## config.mk

```make
export PLATFORM = sky130hd
export DESIGN_NAME = serial_fifo_bridge_flat
export DESIGN_NICKNAME = d
export VERILOG_FILES = /design/src/rtl/serial_fifo_bridge_if.sv /design/src/rtl/serial_fifo_bridge.sv /design/src/flat_wrapper.sv
export SDC_FILE = /design/constraint.sdc
export NUM_CORES = 1
export LEC_CHECK = 0
export BUFFER_PORTS_ARGS = -buffer_cell sky130_fd_sc_hd__buf_2
export CAP_MARGIN = 15
export CORE_MARGIN = 8
export CORE_UTILIZATION = 30
export CTS_CLUSTER_DIAMETER = 60
export DETAILED_ROUTE_END_ITERATION = 8
export PLACE_DENSITY_LB_ADDON = 0.08
export SYNTH_ARGS = -nofsm -noshare
export SYNTH_HDL_FRONTEND = slang
export SYNTH_SLANG_ARGS = --single-unit
```

## constraint.sdc

```tcl
create_clock -name clk -period 2.95 [get_ports clk]
set_clock_uncertainty 0.05 [all_clocks]
set_input_delay 0.295 -clock clk [delete_from_list [all_inputs] [get_ports clk]]
set_output_delay 0.295 -clock clk [all_outputs]
set_load 0.03 [all_outputs]
```

## src/rtl/serial_fifo_bridge_if.sv

```systemverilog
// Bus bundle for serial_fifo_bridge: CPU-side FIFO access plus the serial controller handshake.
// The slave modport is the bridge; the master modport is whoever drives the CPU and controller sides.
interface serial_fifo_bridge_if #(
  parameter int unsigned RX_DEPTH = 16,
  parameter int unsigned TX_DEPTH = 16
);
  localparam int unsigned RxCw = $clog2(RX_DEPTH) + 1;
  localparam int unsigned TxCw = $clog2(TX_DEPTH) + 1;

  logic            cpu_rx_pop;
  logic [7:0]      cpu_rx_data;
  logic            cpu_rx_valid;
  logic            cpu_tx_push;
  logic [7:0]      cpu_tx_data;
  logic            cpu_tx_ready;
  logic [RxCw-1:0] rx_count;
  logic [TxCw-1:0] tx_count;
  logic            rx_overrun;
  logic            ser_read_op;
  logic            ser_write_op;
  logic [7:0]      ser_data_write;
  logic [7:0]      ser_data_read;
  logic [1:0]      ser_mode;

  modport slave (
    input  cpu_rx_pop, cpu_tx_push, cpu_tx_data, ser_data_read, ser_mode,
    output cpu_rx_data, cpu_rx_valid, cpu_tx_ready, rx_count, tx_count, rx_overrun,
           ser_read_op, ser_write_op, ser_data_write
  );

  modport master (
    output cpu_rx_pop, cpu_tx_push, cpu_tx_data, ser_data_read, ser_mode,
    input  cpu_rx_data, cpu_rx_valid, cpu_tx_ready, rx_count, tx_count, rx_overrun,
           ser_read_op, ser_write_op, ser_data_write
  );
endinterface

```

## src/rtl/serial_fifo_bridge.sv

```systemverilog
// RX/TX byte FIFOs (first-word-fall-through) between the CPU and a serial controller.
// Define SERIAL_FIFO_OVERRUN_EN to drop bytes on RX full and flag rx_overrun instead of stalling.
module serial_fifo_bridge #(
  parameter int unsigned RX_DEPTH     = 16,
  parameter int unsigned TX_DEPTH     = 16,
  parameter int unsigned BUSY_TIMEOUT = 4
) (
  input logic                clk,
  input logic                rst_n,
  serial_fifo_bridge_if.slave bus
);
  localparam int unsigned RxAw = $clog2(RX_DEPTH);
  localparam int unsigned RxCw = RxAw + 1;
  localparam int unsigned TxAw = $clog2(TX_DEPTH);
  localparam int unsigned TxCw = TxAw + 1;
  localparam int unsigned TmrW = $clog2(BUSY_TIMEOUT) + 1;

  typedef enum logic [2:0] {RxIdle, RxIssue, RxWait, RxPush, RxHold} rx_st_e;
  typedef enum logic [1:0] {TxIdle, TxIssue, TxWaitBusy, TxWaitIdle} tx_st_e;

  // ---------------- RX FIFO ----------------
  logic [7:0]      rx_mem [RX_DEPTH];
  logic [RxAw-1:0] rx_wr_q, rx_rd_q;
  logic [RxCw-1:0] rx_cnt_q;
  logic            rx_full, rx_empty, rx_push_req, rx_push, rx_pop, rx_start;
  rx_st_e          rx_st_q;
  logic            read_op_q;

  assign rx_full     = (rx_cnt_q == RxCw'(RX_DEPTH));
  assign rx_empty    = (rx_cnt_q == '0);
  assign rx_push_req = (rx_st_q == RxPush);
  assign rx_push     = rx_push_req && !rx_full;
  assign rx_pop      = bus.cpu_rx_pop && !rx_empty;

  always_ff @(posedge clk or negedge rst_n) begin
    if (!rst_n) begin
      rx_wr_q  <= '0;
      rx_rd_q  <= '0;
      rx_cnt_q <= '0;
    end else begin
      if (rx_push) rx_wr_q <= rx_wr_q + 1'b1;
      if (rx_pop)  rx_rd_q <= rx_rd_q + 1'b1;
      if (rx_push && !rx_pop)      rx_cnt_q <= rx_cnt_q + 1'b1;
      else if (!rx_push && rx_pop) rx_cnt_q <= rx_cnt_q - 1'b1;
    end
  end

  always_ff @(posedge clk) begin
    if (rx_push) rx_mem[rx_wr_q] <= bus.ser_data_read;
  end

  // ---------------- RX FSM ----------------
`ifdef SERIAL_FIFO_OVERRUN_EN
  assign rx_start = bus.ser_mode[1];
`else
  assign rx_start = bus.ser_mode[1] && !rx_full;
`endif

  always_ff @(posedge clk or negedge rst_n) begin
    if (!rst_n) begin
      rx_st_q   <= RxIdle;
      read_op_q <= 1'b0;
    end else begin
      case (rx_st_q)
        RxIdle: begin
          if (rx_start) begin
            rx_st_q   <= RxIssue;
            read_op_q <= 1'b1;
          end
        end
        RxIssue: begin
          read_op_q <= 1'b0;
          rx_st_q   <= RxWait;
        end
        RxWait:  rx_st_q <= RxPush;
        RxPush:  rx_st_q <= RxHold;
        // Leave only once the controller has cleared rx-ready, so a byte is never read twice.
        RxHold:  if (!bus.ser_mode[1]) rx_st_q <= RxIdle;
        default: rx_st_q <= RxIdle;
      endcase
    end
  end

`ifdef SERIAL_FIFO_OVERRUN_EN
  logic overrun_q;
  always_ff @(posedge clk or negedge rst_n) begin
    if (!rst_n) begin
      overrun_q <= 1'b0;
    end else if (rx_push_req && rx_full) begin
      overrun_q <= 1'b1;
    end
  end
  assign bus.rx_overrun = overrun_q;
`else
  assign bus.rx_overrun = 1'b0;
`endif

  // ---------------- TX FIFO ----------------
  logic [7:0]      tx_mem [TX_DEPTH];
  logic [TxAw-1:0] tx_wr_q, tx_rd_q;
  logic [TxCw-1:0] tx_cnt_q;
  logic            tx_full, tx_empty, tx_push, tx_pop;
  tx_st_e          tx_st_q;
  logic            write_op_q;
  logic [7:0]      data_write_q;
  logic [TmrW-1:0] timer_q;

  assign tx_full  = (tx_cnt_q == TxCw'(TX_DEPTH));
  assign tx_empty = (tx_cnt_q == '0);
  assign tx_push  = bus.cpu_tx_push && !tx_full;
  assign tx_pop   = (tx_st_q == TxIssue) && !tx_empty;

  always_ff @(posedge clk or negedge rst_n) begin
    if (!rst_n) begin
      tx_wr_q  <= '0;
      tx_rd_q  <= '0;
      tx_cnt_q <= '0;
    end else begin
      if (tx_push) tx_wr_q <= tx_wr_q + 1'b1;
      if (tx_pop)  tx_rd_q <= tx_rd_q + 1'b1;
      if (tx_push && !tx_pop)      tx_cnt_q <= tx_cnt_q + 1'b1;
      else if (!tx_push && tx_pop) tx_cnt_q <= tx_cnt_q - 1'b1;
    end
  end

  always_ff @(posedge clk) begin
    if (tx_push) tx_mem[tx_wr_q] <= bus.cpu_tx_data;
  end

  // ---------------- TX FSM ----------------
  always_ff @(posedge clk or negedge rst_n) begin
    if (!rst_n) begin
      tx_st_q      <= TxIdle;
      write_op_q   <= 1'b0;
      data_write_q <= '0;
      timer_q      <= '0;
    end else begin
      unique case (tx_st_q)
        TxIdle: begin
          if (!tx_empty && bus.ser_mode[0]) begin
            tx_st_q      <= TxIssue;
            write_op_q   <= 1'b1;
            data_write_q <= tx_mem[tx_rd_q];
          end
        end
        TxIssue: begin
          write_op_q <= 1'b0;
          timer_q    <= '0;
          tx_st_q    <= TxWaitBusy;
        end
        // A controller that never reports busy is treated as having accepted the byte.
        TxWaitBusy: begin
          if (!bus.ser_mode[0]) begin
            tx_st_q <= TxWaitIdle;
          end else if (timer_q == TmrW'(BUSY_TIMEOUT - 1)) begin
            tx_st_q <= TxIdle;
          end else begin
            timer_q <= timer_q + 1'b1;
          end
        end
        TxWaitIdle: if (bus.ser_mode[0]) tx_st_q <= TxIdle;
        default:    tx_st_q <= TxIdle;
      endcase
    end
  end

  assign bus.cpu_rx_data    = rx_mem[rx_rd_q];
  assign bus.cpu_rx_valid   = !rx_empty;
  assign bus.cpu_tx_ready   = !tx_full;
  assign bus.rx_count       = rx_cnt_q;
  assign bus.tx_count       = tx_cnt_q;
  assign bus.ser_read_op    = read_op_q;
  assign bus.ser_write_op   = write_op_q;
  assign bus.ser_data_write = data_write_q;
endmodule

```

## src/flat_wrapper.sv

```systemverilog
// flat-port wrapper written by rule: the top's interface ports become plain ports
module serial_fifo_bridge_flat 
#(
  parameter int unsigned RX_DEPTH     = 16,
  parameter int unsigned TX_DEPTH     = 16,
  parameter int unsigned BUSY_TIMEOUT = 4
)
  (clk, rst_n, bus_cpu_rx_pop, bus_cpu_tx_push, bus_cpu_tx_data, bus_ser_data_read, bus_ser_mode, bus_cpu_rx_data, bus_cpu_rx_valid, bus_cpu_tx_ready, bus_rx_count, bus_tx_count, bus_rx_overrun, bus_ser_read_op, bus_ser_write_op, bus_ser_data_write);
  serial_fifo_bridge_if #(.RX_DEPTH(RX_DEPTH), .TX_DEPTH(TX_DEPTH)) bus_i ();
  input logic clk;
  input logic rst_n;
  input wire logic [$bits(bus_i.cpu_rx_pop)-1:0] bus_cpu_rx_pop;
  input wire logic [$bits(bus_i.cpu_tx_push)-1:0] bus_cpu_tx_push;
  input wire logic [$bits(bus_i.cpu_tx_data)-1:0] bus_cpu_tx_data;
  input wire logic [$bits(bus_i.ser_data_read)-1:0] bus_ser_data_read;
  input wire logic [$bits(bus_i.ser_mode)-1:0] bus_ser_mode;
  output wire logic [$bits(bus_i.cpu_rx_data)-1:0] bus_cpu_rx_data;
  output wire logic [$bits(bus_i.cpu_rx_valid)-1:0] bus_cpu_rx_valid;
  output wire logic [$bits(bus_i.cpu_tx_ready)-1:0] bus_cpu_tx_ready;
  output wire logic [$bits(bus_i.rx_count)-1:0] bus_rx_count;
  output wire logic [$bits(bus_i.tx_count)-1:0] bus_tx_count;
  output wire logic [$bits(bus_i.rx_overrun)-1:0] bus_rx_overrun;
  output wire logic [$bits(bus_i.ser_read_op)-1:0] bus_ser_read_op;
  output wire logic [$bits(bus_i.ser_write_op)-1:0] bus_ser_write_op;
  output wire logic [$bits(bus_i.ser_data_write)-1:0] bus_ser_data_write;
  assign bus_i.cpu_rx_pop = bus_cpu_rx_pop;
  assign bus_i.cpu_tx_push = bus_cpu_tx_push;
  assign bus_i.cpu_tx_data = bus_cpu_tx_data;
  assign bus_i.ser_data_read = bus_ser_data_read;
  assign bus_i.ser_mode = bus_ser_mode;
  assign bus_cpu_rx_data = bus_i.cpu_rx_data;
  assign bus_cpu_rx_valid = bus_i.cpu_rx_valid;
  assign bus_cpu_tx_ready = bus_i.cpu_tx_ready;
  assign bus_rx_count = bus_i.rx_count;
  assign bus_tx_count = bus_i.tx_count;
  assign bus_rx_overrun = bus_i.rx_overrun;
  assign bus_ser_read_op = bus_i.ser_read_op;
  assign bus_ser_write_op = bus_i.ser_write_op;
  assign bus_ser_data_write = bus_i.ser_data_write;
  serial_fifo_bridge #(.RX_DEPTH(RX_DEPTH), .TX_DEPTH(TX_DEPTH), .BUSY_TIMEOUT(BUSY_TIMEOUT)) u_core (.clk(clk), .rst_n(rst_n), .bus(bus_i));
endmodule
```

==> results of run 1 <==
## registers in the layout, indices dropped and copies added (netlist names)
register / count
u_core.bus.ser_read_op: 1
u_core.tx_rd_q: 4
u_core.bus.ser_data_write: 8
u_core.rx_rd_q: 4
u_core.tx_mem: 128
u_core.rx_st_q: 3
u_core.bus.ser_write_op: 1
u_core.tx_wr_q: 4
u_core.bus.rx_count: 5
u_core.rx_mem: 128
u_core.tx_st_q: 2
u_core.timer_q: 3
u_core.bus.tx_count: 5
u_core.rx_wr_q: 4
## worst max-delay path: stages, from the launching register on
cell     delay (ps)
dfrtp_2         450
buf_12          140
buf_16          150
mux4_2          510
mux4_2          510
buf_2           210
## area by class of cell
cell class	instances	area share
sequential	300	0.5983
clock inverter	28	0.02061
timing repair buffer	97	0.04658
inverter	19	0.004854
multi-input combinational	285	0.2172
clock buffer	42	0.06719
tap	532	0.04530
## worst min path at each step
stage                                                  start                            endpoint  slack (ps)  cells after the start
after CTS                                    bus_ser_mode[1]       u_core.rx_st_q[0]$_DFFE_PN0P_          10                      3
after floorplan                                        rst_n  u_core.bus.rx_count[0]$_DFFE_PN0P_         -50                      0
final                                        bus_ser_mode[1]       u_core.rx_st_q[0]$_DFFE_PN0P_          40                      3
after global routing                         bus_ser_mode[1]       u_core.rx_st_q[0]$_DFFE_PN0P_          20                      3
after global placement         u_core.timer_q[2]$_DFFE_PN0P_       u_core.timer_q[2]$_DFFE_PN0P_         440                      2
after detailed placement  u_core.bus.ser_read_op$_DFFE_PN0P_  u_core.bus.ser_read_op$_DFFE_PN0P_         450                      1
## timing repair
action | in CTS | in global routing
hold buffers | 2 | 0
resized for setup | 2 | 8
hold endpoints to repair | 42 | 0
setup endpoints to repair | 7 | 6
pin swaps | 0 | 1
gates cloned | 1 | 0
setup buffers | 3 | 1
## through the flow
stage               instances  utilization  power [mW]  worst slack, ps
global route             1303       0.3623       15.85           -13.71
CTS                      1301       0.3617       15.31            6.573
global placement         1225       0.3279       10.28            199.0
detailed placement       1225       0.3279       10.40            157.6
finish                   1303       0.3623       15.08            91.36
floorplan                 632            -       8.927            5.053
## kinds of logic (layout without fill, tap and decap cells)
kind of cell / count (synthesis) / count (layout) / share of synthesized area
XOR/XNOR: 21 / 21 / 0.01504
multiplexers: 82 / 82 / 0.1509
other: 1 / 1 / 0.0003067
buffers and inverters: 47 / 186 / 0.01985
adder cells (fa/ha/maj): 24 / 24 / 0.02579
flip-flops: 300 / 300 / 0.7189
AND/OR/NAND/NOR: 103 / 103 / 0.04186
AO/OA/AOI/OAI: 54 / 54 / 0.02743
## power by group
group,switching (mW),internal (mW)
combinational,2.57,2.10
clock,1.84,2.88
sequential,0.520,5.17
total,4.93,10.2
## synth_stat cells (2+ instances only)
| cell | count |
|---|---|
| edfxtp_1 | 256 |
| and2_1 | 19 |
| mux2_2 | 8 |
| buf_4 | 4 |
| nor3_1 | 7 |
| fa_1 | 2 |
| nand4_1 | 4 |
| buf_2 | 2 |
| nand2_1 | 35 |
| mux4_2 | 42 |
| mux4_1 | 30 |
| o22ai_1 | 16 |
| nor2_1 | 23 |
| a21o_1 | 4 |
| inv_1 | 19 |
| clkbuf_1 | 13 |
| mux2i_1 | 2 |
| a21oi_1 | 16 |
| xor2_1 | 2 |
| nand3_1 | 2 |
| buf_1 | 3 |
| xnor2_1 | 19 |
| ha_1 | 22 |
| nand2b_1 | 6 |
| buf_6 | 5 |
| dfrtp_1 | 44 |
| o21ai_0 | 13 |
## per-layer routing
| metal | up-vias | global-route usage | routed length, um |
|---|---|---|---|
| met1 | 3162 | 0.1604 | 12870 |
| met4 | 0 | 0.03717 | 649 |
| met2 | 119 | 0.1954 | 13650 |
| li1 | 2752 | - | - |
| met5 | - | 0 | 0 |
| met3 | 53 | 0.02940 | 1376 |
==> out/qor.txt, run 1 <==
CTS sink cnt -> 300
post-synthesis cell type count -> 41
Num CTS Buffers -> 38
crit path DAT -> 2510 ps
row count -> 74
CP max FO -> 11
post-synth top area cell -> edfxtp_1
first-pass GRT wire length -> 42.37 mm
post-synthesis sequential area ratio -> 0.7189
grt ovf -> 0
Final HPWL DP -> 17.98 mm
initial antenna violation count -> 0
initial DRC count -> 405
footprint of the multi-input gates -> 3191 um2
top cells by area, synth -> edfxtp_1 (63%), dfrtp_1 (9.0%), mux4_2 (7.7%)
setup violators final -> 0
CTS tree -> yes
Worst setup SP type -> flop
P&R area growth vs syn -> 20.18%
Syn Nets -> 678
CP Class -> flop to output pin
most frequent cells in the layout -> edfxtp_1 (256), buf_2 (49), mux4_2 (46), dfrtp_1 (42), buf_4 (40)
mean area per synthesized cell -> 19.34 um2
number of flops mapped to enable cells by yosys -> 256
RSZ-0062 raised after global routing -> true
worst vdd ir -> 0.5011 mV
Post-Place Cell Area -> 13300 um2
Reg clk slew, reported paths -> 60 ps
Total Wirelength -> 28.54 mm
Synth Flop Type -> edfxtp_1
reg-to-reg startpoint -> u_core.bus.tx_count[1]$_DFFE_PN0P_
minimum clock period -> 2859 ps
I/O pin count -> 53
max-cap violations -> 0
fill count -> 3815
Synth Instances -> 632
IO buf count -> 51
Final nets -> 787
clock buffer depth -> 3
Leakage -> 5.125 nW
final hold slack -> 40.62 ps
post-route ant nets -> 0
layout cell share with drive strength beyond 1 -> 0.2789
die width -> 217.9 um
Reg2Reg Setup Slack -> 230 ps
Final TNS setup -> 0 ps
H-tree levels -> 2
Hold Vio Cnt, Final -> 0
diode count -> 0
Synth top area share -> 0.6288
total track usage -> 0.1211
slew at the pin with the worst max-slew slack -> 724.5 ps
final worst-path cycle share -> 0.9690
CTS root buf -> clkbuf_16
Slew headroom -> 0.5170
path depth of the worst reg2reg path -> 11
Post-synth ARST share -> 0.1467
largest net degree at the start of global routing -> 45
die height -> 217.9 um
global placer's final weighted congestion -> 0.7630
min-delay worst type -> input pin to flop
final instance area -> 14690 um2
Synth Cell Area -> 12230 um2
most common cell after layout, fill and taps aside -> edfxtp_1
Max Slew Vio Count -> 0
reg-to-reg endpoint -> u_core.bus.tx_count[4]$_DFFE_PN0P_
DIE AREA -> 47470 um2
core area -> 40550 um2
Worst Setup SP -> u_core.rx_rd_q[0]$_DFFE_PN0P_
status -> completed
fmax -> 349.8 MHz
vias in the first global route -> 6562
#FFs+latches synth -> 300
Detailed Routing Iterations Pass 1 -> 4
Worst EP required -> 2610 ps
CP Capture Type -> output pin
CP endpoint -> bus_cpu_rx_data[6]
Cell Pwr Density -> 1026 nW/um2
DR vias/cell -> 4.671
worst-skew pair later-pin latency -> 560 ps
routed via count -> 6086
Starting Density -> 0.3015
post-route DRC violation count -> 0
drt wl/cell -> 21.90 um
Synthesis Warnings -> 0
Seq. cell area -> 8791 um2
Power figures use the tool's default switching activity.
==> inputs of run 2 (changes only) <==
clock period = 3.6 ns   (was 2.95 ns; I/O delays follow)
==> run 2 against run 1 <==
  * Flip-flop and latch count is the same
  * Clock power shrank 30%
  * Non-clock buffer count shrank 34
  * Count of clock-buffer cells in the layout grew 8
  * Via count shrank 2.2%
  * Worst hold slack gained 69 ps
  * Global-route usage shrank 0.60 points
  * Combinational power shrank 26%
  * Critical path type unchanged
  * Critical endpoint is now bus_cpu_rx_data[3]
  * Largest cell class unchanged
==> out/qor.txt, run 2 (synthesis results as in run 1) <==
path depth of the worst reg2reg path -> 11
hold path start -> bus_ser_mode[0]
most common cell after layout, fill and taps aside -> edfxtp_1
post-route ant nets -> 0
CTS root buf -> clkbuf_16
CTS sink cnt -> 300
status -> completed
clock buffer depth -> 3
Critical path buffers and inverters -> 2
initial antenna violation count -> 1
Worst path slowest cell -> mux4_1
CP Class -> flop to output pin
placed cells -> 1198
Worst setup SP type -> flop
row count -> 74
slew at the pin with the worst max-slew slack -> 1115 ps
setup violators final -> 0
Reg2Reg Setup Slack -> 660 ps
total track usage -> 0.1152
Worst EP required -> 3190 ps
global placer's final weighted congestion -> 0.7486
minimum clock period -> 3170 ps
IO buf count -> 51
layout cell share with drive strength beyond 1 -> 0.2281
Final TNS setup -> 0 ps
most frequent cells in the layout -> edfxtp_1 (256), buf_2 (51), mux4_2 (42), dfrtp_1 (42), clkbuf_16 (36)
P&R area growth vs syn -> 15.78%
Cell Pwr Density -> 815.3 nW/um2
max-cap violations -> 0
diode count -> 0
fmax -> 315.5 MHz
Hold Vio Cnt, Final -> 0
Detailed Routing Iterations Pass 1 -> 4
die height -> 217.9 um
drt wl/cell -> 21.38 um
initial DRC count -> 324
Reg clk slew, reported paths -> 60 ps
vias in the first global route -> 6504
Slew headroom -> 0.2567
final worst-path cycle share -> 0.8806
CTS tree -> yes
Leakage -> 4.823 nW
reg-to-reg startpoint -> u_core.bus.rx_count[0]$_DFFE_PN0P_
post-layout util -> 0.3490
H-tree levels -> 2
largest net degree at the start of global routing -> 36
crit-path cells -> buf_12 > mux4_1 > mux4_2 > buf_2
Starting Density -> 0.3015
min-delay worst type -> input pin to flop
grt ovf -> 0
DR vias/cell -> 4.707
final hold slack -> 109.8 ps
CP Capture Type -> output pin
biggest cell delay along the critical path -> 650 ps
delay-heaviest family, CP -> multiplexers
DIE AREA -> 47470 um2
I/O pin count -> 53
RSZ-0062 raised after global routing -> false
die width -> 217.9 um
post-route insts no fill -> 1264
post-route DRC violation count -> 0
core area -> 40550 um2
routed via count -> 5950
Num CTS Buffers -> 36
hold worst-path end -> u_core.bus.ser_write_op$_DFFE_PN0P_
first-pass GRT wire length -> 40.67 mm
Final HPWL DP -> 18.08 mm
Total Wirelength -> 27.03 mm
reg-to-reg endpoint -> u_core.bus.rx_count[4]$_DFFE_PN0P_
Final nets -> 751
crit path DAT -> 2760 ps
Max Slew Vio Count -> 0
hold path cells -> 3
worst vdd ir -> 0.4725 mV
worst-skew pair later-pin latency -> 520 ps
CP max FO -> 24
==> run 2: cell count changes in the layout (fill, tap and decap cells not counted), moves of 3 or more <==
cell,change
buf_4,-30
clkinv_1,-4
buf_12,-3
clkbuf_1,+9
bufinv_16,-5
mux4_2,-4
mux4_1,+4
clkbuf_16,-3
==> run 2: worst min-delay path: stages <==
cell     delay [ps]
buf_2           120
a31oi_1          80
nor2_1           80
==> run 2: repair_timing <==
action / CTS / global route
setup buffers: 0 / 0
hold buffers: 1 / 0
endpoints found under the hold margin: 21 / 0
gates resized for setup: 0 / 0
==> run 2: layout make-up <==
| type | instances | area [um2] |
|---|---|---|
| clock buffers | 50 | 973.4 |
| clock inverters | 15 | 98.84 |
| well taps | 532 | 665.6 |
| inverters | 19 | 71.32 |
| fillers | 3824 | 26400 |
| repair buffers | 63 | 360.3 |
| multi-input cells | 285 | 3194 |
| flip-flops and latches | 300 | 8791 |
==> run 2: power by group <==
part	internal [mW]	leakage (nW)	switching, mW
clock network	1.91	0.518	1.39
registers	4.24	2.83	0.557
logic	1.55	1.47	1.90
==> run 2: per-layer routing <==
layer / track usage / wire length [um] / vias to the layer above
met3: 0.02843 / 1237 / 45
met2: 0.2031 / 13880 / 119
li1: - / - / 2671
met4: 0.03896 / 764 / 0
met1: 0.1358 / 11150 / 3115
met5: 0 / 0 / -
==> run 2: how the worst max path moves through the flow <==
stage / startpoint / end / slack, ps / depth (start not counted)
final: u_core.rx_rd_q[0]$_DFFE_PN0P_ / bus_cpu_rx_data[3] / 430 / 4
after global routing: u_core.rx_rd_q[0]$_DFFE_PN0P_ / bus_cpu_rx_data[0] / 320 / 4
after CTS: u_core.rx_rd_q[0]$_DFFE_PN0P_ / bus_cpu_rx_data[0] / 340 / 4
after detailed placement: u_core.bus.rx_count[1]$_DFFE_PN0P_ / u_core.bus.rx_count[4]$_DFFE_PN0P_ / 670 / 11
after global placement: u_core.bus.rx_count[1]$_DFFE_PN0P_ / u_core.bus.rx_count[4]$_DFFE_PN0P_ / 750 / 11
after floorplan: u_core.bus.rx_count[1]$_DFFE_PN0P_ / u_core.bus.rx_count[4]$_DFFE_PN0P_ / 580 / 11
==> run 2: stage by stage <==
step                total power, mW  setup WS, ps  cell area, um2
finish                        11.54         429.9           14150
global route                  12.17         323.1           14150
CTS                           11.79         338.7           14150
detailed placement            8.414         674.7           13070
global placement              8.315         753.8           13070
floorplan                     7.302         576.9           12230
